## src/rtl/favor_decode_stage.sv

```systemverilog
// favor_decode_stage: FAVOR instruction decode stage with a registered output and a skid slot.
// Ports: i_valid/o_ready + i_insn/i_pc in; o_valid/i_ready + decoded payload out; i_flush, i_resume, o_halted, o_illegal_count.
// Latency 1 cycle; i_ready low holds the output and takes one more word into skid before o_ready falls.
module favor_decode_stage #(
  parameter int                 PC_W       = 32,
  parameter int                 STATE_W    = 4,
  parameter logic [STATE_W-1:0] ST_EXECUTE = STATE_W'(1),
  parameter logic [STATE_W-1:0] ST_HALT    = STATE_W'(2),
  parameter logic [STATE_W-1:0] ST_TRAP    = STATE_W'(3),
  parameter logic [3:0]         KIND_EN    = 4'b0001,
  parameter int                 CNT_W      = 8
) (
  input  logic               i_clk,
  input  logic               i_rst,
  input  logic               i_valid,
  output logic               o_ready,
  input  logic [31:0]        i_insn,
  input  logic [PC_W-1:0]    i_pc,
  output logic               o_valid,
  input  logic               i_ready,
  output logic [31:0]        o_insn,
  output logic [PC_W-1:0]    o_pc,
  output logic [1:0]         o_kind,
  output logic [3:0]         o_k0,
  output logic [STATE_W-1:0] o_to_state,
  output logic               o_illegal,
  input  logic               i_flush,
  input  logic               i_resume,
  output logic               o_halted,
  output logic [CNT_W-1:0]   o_illegal_count
);

  localparam logic [0:0] S_RUN    = 1'b0;
  localparam logic [0:0] S_HALTED = 1'b1;

  typedef struct packed {
    logic [31:0]        insn;
    logic [PC_W-1:0]    pc;
    logic [STATE_W-1:0] to_state;
    logic               illegal;
  } entry_t;

  // Field split of the incoming word
  logic [1:0]  in_kind;
  logic [3:0]  in_k0;
  logic [24:0] in_sng;
  logic        in_singleton;
  logic        in_halt;
  entry_t      dec;

  assign in_kind      = i_insn[30:29];
  assign in_k0        = i_insn[28:25];
  assign in_sng       = i_insn[24:0];
  assign in_singleton = (in_kind == 2'b00) && (in_k0 == 4'd0);

  always_comb begin
    dec         = '0;
    dec.insn    = i_insn;
    dec.pc      = i_pc;
    // Only sng 0 (HALT) and 1 (NOP) exist in the singleton space
    dec.illegal = i_insn[31] | ~KIND_EN[in_kind] | (in_singleton && (in_sng > 25'd1));
    in_halt     = ~dec.illegal & in_singleton & (in_sng == 25'd0);
    if (dec.illegal)  dec.to_state = ST_TRAP;
    else if (in_halt) dec.to_state = ST_HALT;
    else              dec.to_state = ST_EXECUTE;
  end

  // State
  logic [0:0]       state_q, state_d;
  logic             out_vld_q, out_vld_d;
  logic             skid_vld_q, skid_vld_d;
  entry_t           out_q, out_d;
  entry_t           skid_q, skid_d;
  logic [CNT_W-1:0] cnt_q, cnt_d;

  logic accept;
  logic drain;

  assign o_ready = !skid_vld_q && (state_q == S_RUN) && !i_rst;
  assign accept  = i_valid && o_ready;
  assign drain   = out_vld_q && i_ready;

  always_comb begin
    state_d    = state_q;
    out_vld_d  = out_vld_q;
    skid_vld_d = skid_vld_q;
    out_d      = out_q;
    skid_d     = skid_q;
    cnt_d      = cnt_q;

    if (!out_vld_q || drain) begin
      // Skid is older than anything arriving now, so it goes first
      if (skid_vld_q) begin
        out_d      = skid_q;
        out_vld_d  = 1'b1;
        skid_vld_d = 1'b0;
      end else if (accept) begin
        out_d     = dec;
        out_vld_d = 1'b1;
      end else begin
        out_vld_d = 1'b0;
      end
    end else if (accept) begin
      skid_d     = dec;
      skid_vld_d = 1'b1;
    end

    // A word killed by flush in its accept cycle has no side effects
    if (accept && !i_flush) begin
      if (in_halt) state_d = S_HALTED;
      if (dec.illegal && !(&cnt_q)) cnt_d = cnt_q + CNT_W'(1);
    end

    if (state_q == S_HALTED && i_resume) state_d = S_RUN;

    if (i_flush) begin
      out_vld_d  = 1'b0;
      skid_vld_d = 1'b0;
    end
  end

  always_ff @(posedge i_clk) begin
    if (i_rst) begin
      state_q           <= S_RUN;
      out_vld_q         <= 1'b0;
      skid_vld_q        <= 1'b0;
      out_q             <= '0;
      out_q.to_state    <= ST_EXECUTE;
      skid_q            <= '0;
      skid_q.to_state   <= ST_EXECUTE;
      cnt_q             <= '0;
    end else begin
      state_q    <= state_d;
      out_vld_q  <= out_vld_d;
      skid_vld_q <= skid_vld_d;
      out_q      <= out_d;
      skid_q     <= skid_d;
      cnt_q      <= cnt_d;
    end
  end

  assign o_valid         = out_vld_q;
  assign o_insn          = out_q.insn;
  assign o_pc            = out_q.pc;
  assign o_kind          = out_q.insn[30:29];
  assign o_k0            = out_q.insn[28:25];
  assign o_to_state      = out_q.to_state;
  assign o_illegal       = out_q.illegal;
  assign o_halted        = (state_q == S_HALTED);
  assign o_illegal_count = cnt_q;

endmodule

```

## config.mk

```make
export PLATFORM = sky130hd
export DESIGN_NAME = favor_decode_stage
export DESIGN_NICKNAME = d
export VERILOG_FILES = /design/src/rtl/favor_decode_stage.sv
export SDC_FILE = /design/constraint.sdc
export NUM_CORES = 1
export LEC_CHECK = 0
export ABC_AREA = 1
export CORE_UTILIZATION = 30
export DETAILED_ROUTE_END_ITERATION = 7
export DONT_BUFFER_PORTS = 1
export PLACE_DENSITY = 0.44
export SLEW_MARGIN = 40
export SYNTH_ARGS = -nofsm -noshare
export SYNTH_HDL_FRONTEND = slang
export SYNTH_SLANG_ARGS = --single-unit
export TNS_END_PERCENT = 1
```

## constraint.sdc

```tcl
create_clock -name i_clk -period 1.4 [get_ports i_clk]
set_input_delay 0.28 -clock i_clk [delete_from_list [all_inputs] [get_ports i_clk]]
set_output_delay 0.28 -clock i_clk [all_outputs]
set_load 0.02 [all_outputs]
```

==> qor.txt, run 1 <==
H-tree levels = 4
Initial antenna violation count = 0
Worst EP required = 1.76 ns
Synth top area cells = dfxtp_1 (48%), nand2_1 (10%), o21ai_0 (8.9%)
Largest net degree at the start of global routing = 64
HP Class = input pin to flip-flop
CTS Buf Count = 17
Post-synth ARST share = 0%
Crit-path max FO = 6
Yosys cell types = 27
P per Cell Area = 1190 nW/um^2
Post-synth EDFFs = 0
Post-route cell area = 7960 sq um
Most common cell after layout, fill and taps aside = nand2_1
Fin nets = 954
Post-route ant nets = 0
Tcrit/Tclk final = 108%
Drt pass-1 iters = 5
Critical Path Source Type = flip-flop
Crit end category = flip-flop
Slew @ Worst Pin = 0.532 ns
Placed Instance Area = 6650 sq um
Leakage = 3.29 nW
Register area share after synthesis = 48.3%
Die Height = 144 um
Post-synthesis mux area share = 0%
WHS = -0.0724 ns
PortBufs = 0
Clk buf depth = 2
Final Worst Setup Slack = -0.112 ns
Peak supply drop = 0.841 mV
DP HPWL = 11,400 um
Drt via density = 4.97
Die ar. = 20,600 sq um
Warnings, synthesis = 0
Avg Inst Size Synth = 7.43 sq um
Fillcell total = 2,014
Yosys reg bits = 145
Total number of vias = 5,755
Most used flip-flop cell after synthesis = dfxtp_1
Compound-gate portion of the synthesized area = 20.9%
Setup CP Type = flip-flop to flip-flop
DRC = 0
Initial core utilization = 30.8%
Most frequent cells in the layout = nand2_1 (163), dfxtp_1 (143), nor2_1 (96)
Synthesized cell area = 6010 sq um
CTS clk-pin slew, worst paths = 0.06 ns
GRT overflow = 0
Core Region = 19,500 sq um
Critical Path AT = 1.87 ns
Combinational family with the most area after synthesis = simple AND/OR/NAND/NOR gates
Unrepaired setup endpoints after global routing = yes
Share of cells above drive strength 1 = 16.8%
GRT Overall Usage = 17.6%
Vias in the first global route = 5,590
Post-Synth Simple-Gate Area = 21.7%
Root Driver = clkbuf_16
RD Place Congestion = 0.737
Clk_skew = 0.00682 ns
Final Max Tran Viols = 0
Drt initial violations = 301
# diodes = 0
Fmax = 662 MHz
Post-Route WL = 18,800 um
Post-synth top area share = 48.3%
Syn Inst Count = 808
# clock sinks = 145
Final Hold Fails = 9
Clk Latency, worst-skew pair = 0.42 ns
Post-synthesis xor/xnor area fraction = 0.875%
Tot Pwr = 0.00948 W
CTS tree = done
Row count = 51
Max-slew headroom = 64.6%
Setup violators final = 127
Post-Synth Adder-Cell Area = 0.208%
First-pass GRT wire length = 27,900 um
Ports = 156
Die width = 144 um
Status = finished with violations
Drt wl/cell = 16.2 um
Pre-CTS setup slack = -0.179 ns
Failing checks = negative hold slack, negative setup slack
Max-cap violations = 0
Layout area overhead = 32.5%
Final critical-path required period = 1.51 ns
Dominant cell type by area after synthesis = dfxtp_1
through the flow:
step	util [%]	std cells	hold WS, ns	setup TNS, ns
detailed placement	34.0	1076	0.355	-12.23
floorplan	-	809	0.356	-22.92
finish	40.8	1158	-0.0724	-5.04
global placement	34.0	1076	0.355	-9.59
global route	40.8	1158	-0.0981	-13.90
CTS	39.2	1150	-0.0992	-5.59
critical path: stages (launching register included):
cell     delay, ns
dfxtp_4       0.36
nor3_4        0.24
nand2_4       0.11
buf_6         0.13
nor3_4        0.24
buf_6         0.16
nand3_1       0.09
a21oi_2       0.12
layout make-up:
type | instances | area, sq um | area share (%)
tap | 265 | 332 | 4.17
sequential | 145 | 2910 | 36.5
multi-input combinational | 562 | 2730 | 34.3
timing repair buffer | 122 | 1320 | 16.6
inverter | 35 | 150 | 1.89
clock buffer | 23 | 458 | 5.75
clock inverter | 6 | 61.3 | 0.770
final timing paths:
check,start,endpoint,slack (ns),cells after the start
setup / recovery,skid_vld_q,o_illegal_count[4],-0.11,7
hold / removal,i_rst,o_illegal_count[4],-0.07,1
setup reg to reg,skid_vld_q,o_illegal_count[4],-0.11,7
hold reg to reg,skid_q[56],o_insn[19],0.47,2
routing by layer:
layer	vias to the layer above	wire (um)	GRT usage [%]
met5	-	0	0
met4	0	273	7.45
met3	18	1470	5.50
met2	189	8800	28.4
met1	2698	8240	21.4
li1	2850	-	-
report_power, final:
part	switching [W]	internal, W
clock network	0.00171	0.00245
registers	0.000281	0.00428
logic	0.000389	0.000367
cells in the mapped netlist, types with 2 or more instances:
library cell  number
nand2_1          163
o21ai_0          107
buf_6              5
nand2_4            3
buf_4              9
a31oi_1           64
a21oi_1           36
xor2_1             3
inv_1             34
nand4_1            5
xnor2_1            3
nor2_1           118
nor3_1             4
buf_2             19
o21ai_1           26
clkbuf_1          34
nor3_4             2
nand3_1           20
dfxtp_1          145
flip-flops by register name, indices dropped and copies added (netlist names):
signal           count
o_to_state           2
o_illegal_count      8
o_valid              1
o_pc                32
skid_q              67
skid_vld_q           1
o_insn              32
o_halted             1
o_illegal            1
cell families after synthesis:
logic type | count (synthesis)
and+or+nand+nor | 319
xor gates and xnor gates | 6
adders and majority gates | 1
AOI/OAI and AO/OA | 234
buffers and inverters | 102
other | 1
DFF | 145
what timing repair did:
item                                    CTS  global route
endpoints found under the hold margin    58            10
hold buffers                             44             1
gates cloned                              0             5
endpoints found under the setup margin  140           142
pin swaps                                11             5
buffers inserted                          1             2
resized for setup                        31            84
(Power assumes the default switching activity.)
==> run 2, diff against run 1 <==
- RECOVER_POWER: unset -> 100
==> results of run 2 <==
Same layout as run 1: the final DEF is identical, and so are final timing and power.
